**src/rtl/cordic_rot_iter.sv**
```systemverilog
// Iterative CORDIC rotation engine: replays N_ITER stored direction bits on (x, y), one micro-rotation per clock.
// Optional gain compensation stage enabled by defining CORDIC_ROT_SCALE_COMP_EN.
module cordic_rot_iter #(
   parameter int CORDIC_WIDTH = 22,
   parameter int N_ITER       = 16
) (
   input  logic                           clk,
   input  logic                           reset,
   input  logic                           enable,
   input  logic                           in_valid,
   output logic                           in_ready,
   input  logic signed [CORDIC_WIDTH-1:0] x_in,
   input  logic signed [CORDIC_WIDTH-1:0] y_in,
   input  logic        [N_ITER-1:0]       dir_in,
   output logic                           out_valid,
   input  logic                           out_ready,
   output logic signed [CORDIC_WIDTH-1:0] x_out,
   output logic signed [CORDIC_WIDTH-1:0] y_out,
   output logic                           rot_active
);

   localparam int K_W = (N_ITER > 1) ? $clog2(N_ITER) : 1;
   localparam logic [K_W-1:0] K_LAST = K_W'(N_ITER - 1);

   typedef enum logic [1:0] {
      IDLE = 2'd0,
      ROT  = 2'd1,
`ifdef CORDIC_ROT_SCALE_COMP_EN
      SCALE = 2'd3,
`endif
      DONE = 2'd2
   } state_t;

   state_t                    state, state_nxt;
   logic [K_W-1:0]            k;
   logic signed [CORDIC_WIDTH-1:0] x_r, y_r;
   logic        [N_ITER-1:0]       dir_r;
   logic signed [CORDIC_WIDTH-1:0] x_sh, y_sh, x_rot, y_rot;
   logic                           accept;

   assign in_ready = (state == IDLE) && enable && !reset;
   assign accept   = in_valid && in_ready;

`ifdef CORDIC_ROT_SCALE_COMP_EN
   // Approximates 1/1.6468 with four shifted terms; two guard bits keep the partial sums exact.
   function automatic logic signed [CORDIC_WIDTH-1:0] scale_gain(input logic signed [CORDIC_WIDTH-1:0] v);
      logic signed [CORDIC_WIDTH+1:0] e, s;
      e = {{2{v[CORDIC_WIDTH-1]}}, v};
      s = (e >>> 1) + (e >>> 3) - (e >>> 6) - (e >>> 9);
      return s[CORDIC_WIDTH-1:0];
   endfunction
`endif

   // Both updates read the old x/y; the sums wrap at CORDIC_WIDTH by design.
   always_comb begin
      x_sh  = x_r >>> k;
      y_sh  = y_r >>> k;
      x_rot = dir_r[k] ? (x_r - y_sh) : (x_r + y_sh);
      y_rot = dir_r[k] ? (y_r + x_sh) : (y_r - x_sh);
   end

   always_ff @(posedge clk) begin
      if (reset) state <= IDLE;
      else       state <= state_nxt;
   end

   // NOTE: every output of a combinational block gets a default first, so no path can infer a latch.
   always_comb begin
      state_nxt = state;
      if (!enable) begin
         state_nxt = IDLE;
      end else begin
         unique case (state)
            IDLE: if (accept) state_nxt = ROT;
            ROT: begin
               if (k == K_LAST) begin
`ifdef CORDIC_ROT_SCALE_COMP_EN
                  state_nxt = SCALE;
`else
                  state_nxt = DONE;
`endif
               end
            end
`ifdef CORDIC_ROT_SCALE_COMP_EN
            SCALE: state_nxt = DONE;
`endif
            DONE: if (out_ready) state_nxt = IDLE;
            default: state_nxt = IDLE;
         endcase
      end
   end

   // NOTE: working registers are left out of reset; they are always loaded on acceptance before use.
   always_ff @(posedge clk) begin
      if (accept) begin
         x_r   <= x_in;
         y_r   <= y_in;
         dir_r <= dir_in;
      end else if (state == ROT) begin
         x_r <= x_rot;
         y_r <= y_rot;
      end
   end

   // NOTE: sequential state uses non-blocking assignments so every register samples pre-edge values.
   always_ff @(posedge clk) begin
      if (reset || !enable) begin
         k          <= '0;
         x_out      <= '0;
         y_out      <= '0;
         out_valid  <= 1'b0;
         rot_active <= 1'b0;
      end else begin
         unique case (state)
            IDLE: begin
               if (accept) begin
                  k          <= '0;
                  rot_active <= 1'b1;
               end
            end
            ROT: begin
               k <= k + 1'b1;
`ifndef CORDIC_ROT_SCALE_COMP_EN
               if (k == K_LAST) begin
                  x_out      <= x_rot;
                  y_out      <= y_rot;
                  out_valid  <= 1'b1;
                  rot_active <= 1'b0;
               end
`endif
            end
`ifdef CORDIC_ROT_SCALE_COMP_EN
            SCALE: begin
               x_out      <= scale_gain(x_r);
               y_out      <= scale_gain(y_r);
               out_valid  <= 1'b1;
               rot_active <= 1'b0;
            end
`endif
            DONE: if (out_ready) out_valid <= 1'b0;
            default: ;
         endcase
      end
   end

endmodule

```
**config.mk**
```make
export PLATFORM = sky130hd
export DESIGN_NAME = cordic_rot_iter
export DESIGN_NICKNAME = d
export VERILOG_FILES = /design/src/rtl/cordic_rot_iter.sv
export SDC_FILE = /design/constraint.sdc
export NUM_CORES = 1
export LEC_CHECK = 0
export CORE_MARGIN = 3
export CORE_UTILIZATION = 40
export CTS_CLUSTER_DIAMETER = 120
export DETAILED_ROUTE_END_ITERATION = 6
export PLACE_DENSITY = 0.65
export SYNTH_ARGS = -nofsm -noshare
export SYNTH_HDL_FRONTEND = slang
export SYNTH_SLANG_ARGS = --single-unit
```
**constraint.sdc**
```tcl
create_clock -name clk -period 15.1 [get_ports clk]
set_clock_uncertainty 0.15 [all_clocks]
set_input_delay 4.53 -clock clk [delete_from_list [all_inputs] [get_ports clk]]
set_output_delay 4.53 -clock clk [all_outputs]
set_load 0.05 [all_outputs]
```
==> results of run 1 <==
final timing paths:
path                               from                    end  slack (ps)
setup / recovery                  reset               in_ready        3430
hold / removal    y_out[3]$_SDFFE_PP0P_  y_out[3]$_SDFFE_PP0P_         310
setup reg to reg      k[1]$_SDFFE_PP0P_      y_r[21]$_DFFE_PP_        8540
hold reg to reg   y_out[3]$_SDFFE_PP0P_  y_out[3]$_SDFFE_PP0P_         310
power by group:
part           switching [mW]  internal [mW]  total, mW
Sequential             0.0910          0.410      0.501
Clock                   0.130          0.118      0.248
Combinational           0.620          0.469       1.09
Total                   0.841          0.997       1.84
cells in the final DEF (no fill, tap or decap), drive strengths merged, types with 7 or more instances in the layout:
cell,Yosys,final
a31oi,11,11
nand2b,11,11
nor3,22,22
mux2,24,24
a211oi,16,16
a21o,11,11
mux2i,53,53
o21a,8,8
nand3,20,20
nor2b,7,7
a21oi,100,100
nor2,80,80
clkdlybuf4s50,0,111
xor2,23,23
o31ai,10,10
dfxtp,52,52
o21ai,43,43
edfxtp,60,60
buf,31,10
nand2,233,233
clkbuf,40,9
inv,19,23
or3,9,9
mux4,40,40
xnor2,54,54
ha,50,50
through the flow:
stage / power (mW) / setup WS (ps)
4_1_cts: 1.83 / 3380
2_1_floorplan: 1.30 / 4620
3_3_place_gp: 1.56 / 3420
6_report: 1.84 / 3430
5_1_grt: 1.98 / 3220
3_5_place_dp: 1.57 / 3400
worst max-delay path, cell delays in order:
cell and delay, ps:
clkdlybuf4s50_1 410, nand2b_2 680, nor3_1 480, clkdlybuf4s50_1 880
kinds of logic (layout without fill, tap and decap cells):
group	after synthesis	count (layout)	synth area share, %
and+or+nand+nor	426	426	19.0
AOI/OAI and AO/OA	251	251	16.0
muxes	117	117	17.5
DFF	112	112	28.7
buffers and inverters	91	157	5.26
xor gates and xnor gates	77	77	6.81
adders and majority gates	52	52	6.72
sequential cells by signal (all words and copies together) (netlist names):
name / flops
dir_r: 16
y_out: 22
x_out: 22
out_valid: 1
rot_active: 1
state: 2
y_r: 22
k: 4
x_r: 22
Yosys cell counts (15+ instances only):
library cell and instances:
a211oi_1 16, a21oi_1 100, buf_6 15, clkbuf_1 39, dfxtp_1 52, edfxtp_1 60
ha_1 50, inv_1 19, mux2_2 24, mux2i_1 53, mux4_2 31, nand2_1 233
nand3_1 20, nor2_1 80, nor3_1 21, o21ai_0 41, xnor2_1 54, xor2_1 23
area by class of cell:
type	count	area, um^2
clock buffers	9	225
clock inverters	7	76.3
fillers	2311	12500
inverters	20	75.1
multi-input cells	923	6560
flip-flops and latches	112	2850
well taps	319	399
repair buffers	121	1190
routing by layer:
layer  vias up  share of wire, %  GRT usage, %
met2       282                46          33.1
met3        41               6.2          3.53
li1       4220                 -             -
met5         -                 0             0
met4         0               2.1          5.54
met1      4132                46          29.2
==> run_results.csv, run 1 <==
group,metric,value,unit
outcome,status,"completed",
yosys,netlist_area,9900,um^2
layout,finish.utilization,47.6,%
power,p_per_area,162,nW/um^2
global_route,grt_max_degree,66,
clock_network,h-tree-depth,3,
timing,hold_violations,0,
yosys,synth-edff-count,60,
timing,relSlewSlack,21.8,%
yosys,ys_top_cells_by_area,"edfxtp_1 (18%), dfxtp_1 (11%), nand2_1 (8.8%)",
yosys,syn_nets,1243,
detailed_routing,drt_first_pass_iters,5,
timing,setup_violations,0,
worst_hold_path,hold_class,"reg -> reg",
placed_design,gp_congestion,0.890,
timing,max_freq,0.0857,GHz
detailed_routing,drtAntennaViolNets,0,
global_route,grt_pass1_vias,8236,
clock_network,cts_made_buffers,9,
clock_network,clkLatencyLatePin,370,ps
yosys,ys.flop_type,"edfxtp_1",
timing,rsz0062_at_grt,"no",
detailed_routing,post_drt_wl_per_cell,18.2,um
worst_setup_path,cp.arrival,6990,ps
yosys,yosysWarnings,0,
global_route,antenna_found_initial,0,
detailed_routing,vias_per_cell,5.74,
power,p_leak,4.16,nW
timing,worstMarginPinSlew,1170,ps
worst_setup_path,critPathMaxFanout,50,
detailed_routing,routed_wl,27600,um
placed_design,placed_cells,1495,
timing,holdWs,310,ps
layout,fin_area,11400,um^2
yosys,seq_area_frac_synth,28.7,%
clock_network,ctsHoldBuffers,0,
worst_setup_path,end_kind,"primary output",
layout,syn_to_final_growth,14.8,%
global_route,grt_pass1_wl,44300,um
yosys,yosys.area.top_type,"edfxtp_1",
yosys,synth_cells,1126,
global_route,grt_usage,20.7,%
detailed_routing,drcViolationCount,0,
timing,period_minus_slack,11670,ps
layout,antennaDiodeCount,0,
layout,final_nets,1304,
worst_hold_path,whs_path_depth,2,
floorplan,coreArea,23900,um^2
clock_network,ctsResizeCount,0,
floorplan,rows,56,
worst_setup_path,rr_worst_depth,18,
floorplan,chipWidth,163,um
floorplan,design.die.area,26700,um^2
yosys,ys_ff_latch,112,
placed_design,placed_area,11100,um^2
run,drv_cap,0,
timing,slew_violations,0,
yosys,synth_top_area_share,18.2,%
clock_network,cts.sinks,112,
layout,layout.cells.non_filler,1511,
floorplan,initial_utilization,41.5,%
worst_setup_path,cp-start-kind,"input pin",
clock_network,clk_pin_slew,80,ps
layout,drive_above_1_share,9.06,%
floorplan,die_h,163,um
yosys,synth.avg_cell_area,8.80,um^2
detailed_routing,via_count,8675,
global_route,grt-ovfl-total,0,
clock_network,postCtsSetupRepairBufs,0,
yosys,ys_async_sr_fraction,0,%
clock_network,cts_tree,"yes",
clock_network,clock_tree.root_cell,"clkbuf_16",
yosys,synth_cell_types,79,
worst_setup_path,crit_required,10420,ps
worst_setup_path,worstSetupPathType,"in -> out",
placed_design,io_buffer_count,111,
timing,fin_setup_tns,0,ps
timing,fin_crit_sh,77.3,%
detailed_routing,drtIter0Drc,818,
floorplan,io_pins,112,
clock_network,clockBufferDepth,2,
placed_design,place_hpwl,20500,um
power,vdd_drop_max,71.5,uV
Power figures use the tool's default switching activity.
==> run 2, diff against run 1 <==
==> constraint.sdc (replaced) <==
create_clock -name clk -period 11 [get_ports clk]
set_clock_uncertainty 0.15 [all_clocks]
set_input_delay 3.3 -clock clk [delete_from_list [all_inputs] [get_ports clk]]
set_output_delay 3.3 -clock clk [all_outputs]
set_load 0.05 [all_outputs]
==> run_results.csv, run 2 (synthesis results as in run 1) <==
group,metric,value,unit
outcome,status,"completed",
layout,drive_above_1_share,9.21,%
detailed_routing,drtIter0Drc,729,
timing,holdWs,306,ps
worst_setup_path,end_kind,"primary output",
detailed_routing,via_count,8676,
worst_setup_path,rr_worst_depth,18,
timing,worstMarginPinSlew,1140,ps
layout,final_common_cell,"nand2_1",
timing,hold_violations,0,
worst_setup_path,cp.arrival,5770,ps
detailed_routing,routed_wl,28100,um
layout,layout_common_cells,"nand2_1 (231), clkdlybuf4s50_1 (111), a21oi_1 (100)",
floorplan,chipWidth,163,um
layout,antennaDiodeCount,0,
run,drv_cap,0,
floorplan,rows,56,
placed_design,io_buffer_count,111,
worst_setup_path,r2r_setup_slack,4440,ps
worst_setup_path,critPathMaxFanout,50,
clock_network,cts.sinks,112,
power,vdd_drop_max,112,uV
worst_hold_path,whs_path_depth,2,
global_route,grt_pass1_wl,45000,um
layout,layout.cells.non_filler,1513,
floorplan,design.die.area,26700,um^2
floorplan,initial_utilization,41.5,%
clock_network,clkLatencyLatePin,380,ps
global_route,grt_max_degree,66,
placed_design,gp_congestion,0.917,
floorplan,die_h,163,um
timing,max_freq,0.108,GHz
layout,syn_to_final_growth,15.0,%
worst_hold_path,min_to,"y_out[16]$_SDFFE_PP0P_",
global_route,grt_pass1_vias,8287,
timing,setup_violations,0,
clock_network,clk_pin_slew,80,ps
detailed_routing,drtAntennaViolNets,0,
placed_design,place_hpwl,20600,um
detailed_routing,drcViolationCount,0,
layout,finish.utilization,47.7,%
global_route,grt-ovfl-total,0,
detailed_routing,vias_per_cell,5.73,
worst_setup_path,worstSetupPathType,"in -> out",
clock_network,clock_tree.root_cell,"clkbuf_16",
detailed_routing,post_drt_wl_per_cell,18.5,um
placed_design,placed_cells,1497,
worst_setup_path,rr_startpoint,"k[1]$_SDFFE_PP0P_",
global_route,antenna_found_initial,0,
timing,relSlewSlack,23.9,%
clock_network,clockBufferDepth,2,
clock_network,h-tree-depth,3,
layout,final_nets,1306,
worst_setup_path,crit_required,7550,ps
timing,fin_setup_tns,0,ps
timing,slew_violations,0,
power,p_per_area,222,nW/um^2
worst_setup_path,cp-start-kind,"input pin",
detailed_routing,drt_first_pass_iters,5,
clock_network,postCtsSetupRepairBufs,0,
timing,fin_crit_sh,83.8,%
clock_network,cts_made_buffers,9,
floorplan,io_pins,112,
clock_network,ctsHoldBuffers,0,
clock_network,ctsResizeCount,0,
worst_hold_path,hold_class,"reg -> reg",
power,p_leak,4.17,nW
timing,period_minus_slack,9220,ps
floorplan,coreArea,23900,um^2
worst_hold_path,holdCritStartpoint,"y_out[16]$_SDFFE_PP0P_",
clock_network,cts_tree,"yes",
global_route,grt_usage,21.2,%
timing,rsz0062_at_grt,"no",
worst_setup_path,reg2reg_to,"y_r[21]$_DFFE_PP_",
## run 2: changes by cell type in the layout (fill, tap and decap cells not counted), sizes merged
| cell | before | now |
|---|---|---|
| buf | 10 | 12 |
## run 2: worst max path at each step
stage,start,endpoint,slack (ps)
after floorplan,reset,in_ready,2980
after global placement,reset,in_ready,1790
after detailed placement,reset,in_ready,1750
after CTS,reset,in_ready,1740
after global routing,reset,in_ready,1610
final,reset,in_ready,1780
## run 2: routing by layer
layer / share of wire [%] / global-route usage, % / wire, um
met1: 46 / 30.0 / 12800
met2: 46 / 33.6 / 13000
met3: 6.4 / 3.83 / 1800
met4: 1.9 / 5.61 / 521
met5: 0 / 0 / 0
## run 2: area by class of cell
cell class                      count  area, um^2
Fill cell                        2302       12500
Multi-Input combinational cell    923        6560
Sequential cell                   112        2850
Timing Repair Buffer              123        1200
Tap cell                          319         399
Clock buffer                        9         225
Clock inverter                      7        76.3
Inverter                           20        75.1
## run 2: critical path: stages
cell,delay [ps]
clkdlybuf4s50_1,420
nand2b_2,700
nor3_1,470
clkdlybuf4s50_1,880
## run 2: where the power goes
group          leakage [nW]  total [mW]  switching, mW  internal [mW]
Combinational          3.04        1.49          0.848          0.643
Sequential            0.980       0.689          0.126          0.563
Clock                 0.147       0.344          0.182          0.162
## run 2: stage by stage
step / worst slack [ps] / area (um^2) / power (mW)
3_5_place_dp: 1750 / 11100 / 2.16
3_3_place_gp: 1790 / 11100 / 2.13
2_1_floorplan: 2980 / 9900 / 1.79
5_1_grt: 1610 / 11400 / 2.73
6_report: 1780 / 11400 / 2.52
4_1_cts: 1740 / 11400 / 2.51
==> run 3, diff against run 2 <==
--- a/config.mk
+++ b/config.mk
@@ -9,7 +9,7 @@
 export CORE_UTILIZATION = 40
 export CTS_CLUSTER_DIAMETER = 120
 export DETAILED_ROUTE_END_ITERATION = 6
-export PLACE_DENSITY = 0.65
+export PLACE_DENSITY = 0.67
 export SYNTH_ARGS = -nofsm -noshare
 export SYNTH_HDL_FRONTEND = slang
 export SYNTH_SLANG_ARGS = --single-unit
==> constraint.sdc (replaced) <==
create_clock -name clk -period 7.83 [get_ports clk]
set_clock_uncertainty 0.15 [all_clocks]
set_input_delay 2.349 -clock clk [delete_from_list [all_inputs] [get_ports clk]]
set_output_delay 2.349 -clock clk [all_outputs]
set_load 0.05 [all_outputs]
==> run_results.csv, run 3 (synthesis results as in run 1) <==
group,metric,value,unit
clock_network,clockBufferDepth,2,
worst_setup_path,critPathMaxFanout,2,
detailed_routing,drtIter0Drc,794,
global_route,grt_max_degree,53,
floorplan,design.die.area,26700,um^2
worst_hold_path,hold_class,"reg -> reg",
layout,layout.cells.non_filler,1517,
worst_setup_path,r2r_setup_slack,2000,ps
placed_design,placed_cells,1501,
clock_network,clk_pin_slew,80,ps
clock_network,h-tree-depth,3,
placed_design,io_buffer_count,111,
clock_network,cts_made_buffers,9,
floorplan,coreArea,23900,um^2
global_route,grt_usage,20.6,%
timing,hold_violations,0,
placed_design,place_hpwl,20500,um
detailed_routing,via_count,8584,
timing,setup_violations,0,
timing,worstMarginPinSlew,995,ps
floorplan,io_pins,112,
timing,max_freq,0.152,GHz
worst_setup_path,worstSetupPathType,"in -> out",
floorplan,die_h,163,um
outcome,status,"completed",
layout,final_nets,1310,
clock_network,clkLatencyLatePin,380,ps
floorplan,initial_utilization,41.5,%
detailed_routing,routed_wl,27300,um
layout,layout_common_cells,"nand2_1 (231), clkdlybuf4s50_1 (111), a21oi_1 (100)",
detailed_routing,vias_per_cell,5.66,
clock_network,cts_tree,"yes",
worst_setup_path,crit_required,5330,ps
layout,antennaDiodeCount,0,
clock_network,cts.sinks,112,
power,p_leak,4.19,nW
layout,drive_above_1_share,9.43,%
timing,fin_setup_tns,0,ps
timing,rsz0062_at_grt,"no",
global_route,antenna_found_initial,0,
timing,fin_crit_sh,84.0,%
clock_network,ctsHoldBuffers,0,
worst_setup_path,slowest_delay,870,ps
detailed_routing,drt_first_pass_iters,5,
layout,final_common_cell,"nand2_1",
power,p_per_area,310,nW/um^2
global_route,grt_pass1_vias,8138,
timing,relSlewSlack,33.4,%
layout,syn_to_final_growth,15.4,%
worst_setup_path,cpMaxStageDelayCell,"clkdlybuf4s50_1",
clock_network,postCtsSetupRepairBufs,0,
global_route,grt_pass1_wl,43500,um
timing,period_minus_slack,6580,ps
power,p_total,3.55,mW
global_route,grt-ovfl-total,0,
detailed_routing,drcViolationCount,0,
worst_setup_path,cp-start-kind,"input pin",
worst_setup_path,critical_path.cell_chain,"clkdlybuf4s50_1 -> nand2b_2 -> nor3_1 -> clkdlybuf4s50_1",
clock_network,clock_tree.root_cell,"clkbuf_16",
worst_setup_path,cp.arrival,4080,ps
worst_setup_path,end_kind,"primary output",
timing,slew_violations,0,
power,vdd_drop_max,173,uV
worst_setup_path,crit_path_frequent_cell,"clkdlybuf4s50_1",
detailed_routing,drtAntennaViolNets,0,
detailed_routing,post_drt_wl_per_cell,18.0,um
clock_network,ctsResizeCount,0,
placed_design,gp_congestion,0.949,
floorplan,chipWidth,163,um
floorplan,rows,56,
run,drv_cap,0,
run 3: cell count changes in the layout (fill, tap and decap cells not counted):
cell       delta
clkbuf_16     +1
inv_8         +1
clkbuf_1      +1
buf_4         +4
inv_6         -3
run 3: final timing paths:
check                                            start                endpoint  cells past startpoint
worst max-delay path                             reset                in_ready                      4
worst min register to register  y_out[15]$_SDFFE_PP0P_  y_out[15]$_SDFFE_PP0P_                      2
worst min-delay path            y_out[15]$_SDFFE_PP0P_  y_out[15]$_SDFFE_PP0P_                      2
worst max register to register       k[2]$_SDFFE_PP0P_       y_r[21]$_DFFE_PP_                     18
run 3: power breakdown:
part           switching [mW]  internal, mW
combinational            1.19         0.911
clock                   0.244         0.245
sequential              0.167         0.791
run 3: through the flow:
stage | instance area [um^2] | util [%] | hold slack (ps) | worst slack, ps
2_1_floorplan | 9900 | - | 472 | 1710
3_3_place_gp | 11100 | 46.5 | 294 | 1290
3_5_place_dp | 11100 | 46.5 | 299 | 1250
4_1_cts | 11400 | 47.8 | 311 | 1230
5_1_grt | 11400 | 47.8 | 327 | 1190
6_report | 11400 | 47.8 | 307 | 1250
run 3: layout make-up:
| type | count | area, um^2 |
|---|---|---|
| Fill cell | 2272 | 12500 |
| Clock buffer | 11 | 254 |
| Inverter | 20 | 75.1 |
| Multi-Input combinational cell | 923 | 6560 |
| Tap cell | 319 | 399 |
| Sequential cell | 112 | 2850 |
| Timing Repair Buffer | 127 | 1230 |
| Clock inverter | 5 | 61.3 |
run 3: metal layers:
metal,wire length (um),part of all wire (%),GRT usage [%]
met5,0,0,0
met4,565,2.1,5.46
met3,1390,5.1,2.61
met2,12700,46,33.7
met1,12700,46,28.9
run 3: critical path, delay by kind of cell:
kind | cells | cell delay, ps
buf+inv | 2 | 1280
simple gates | 2 | 450
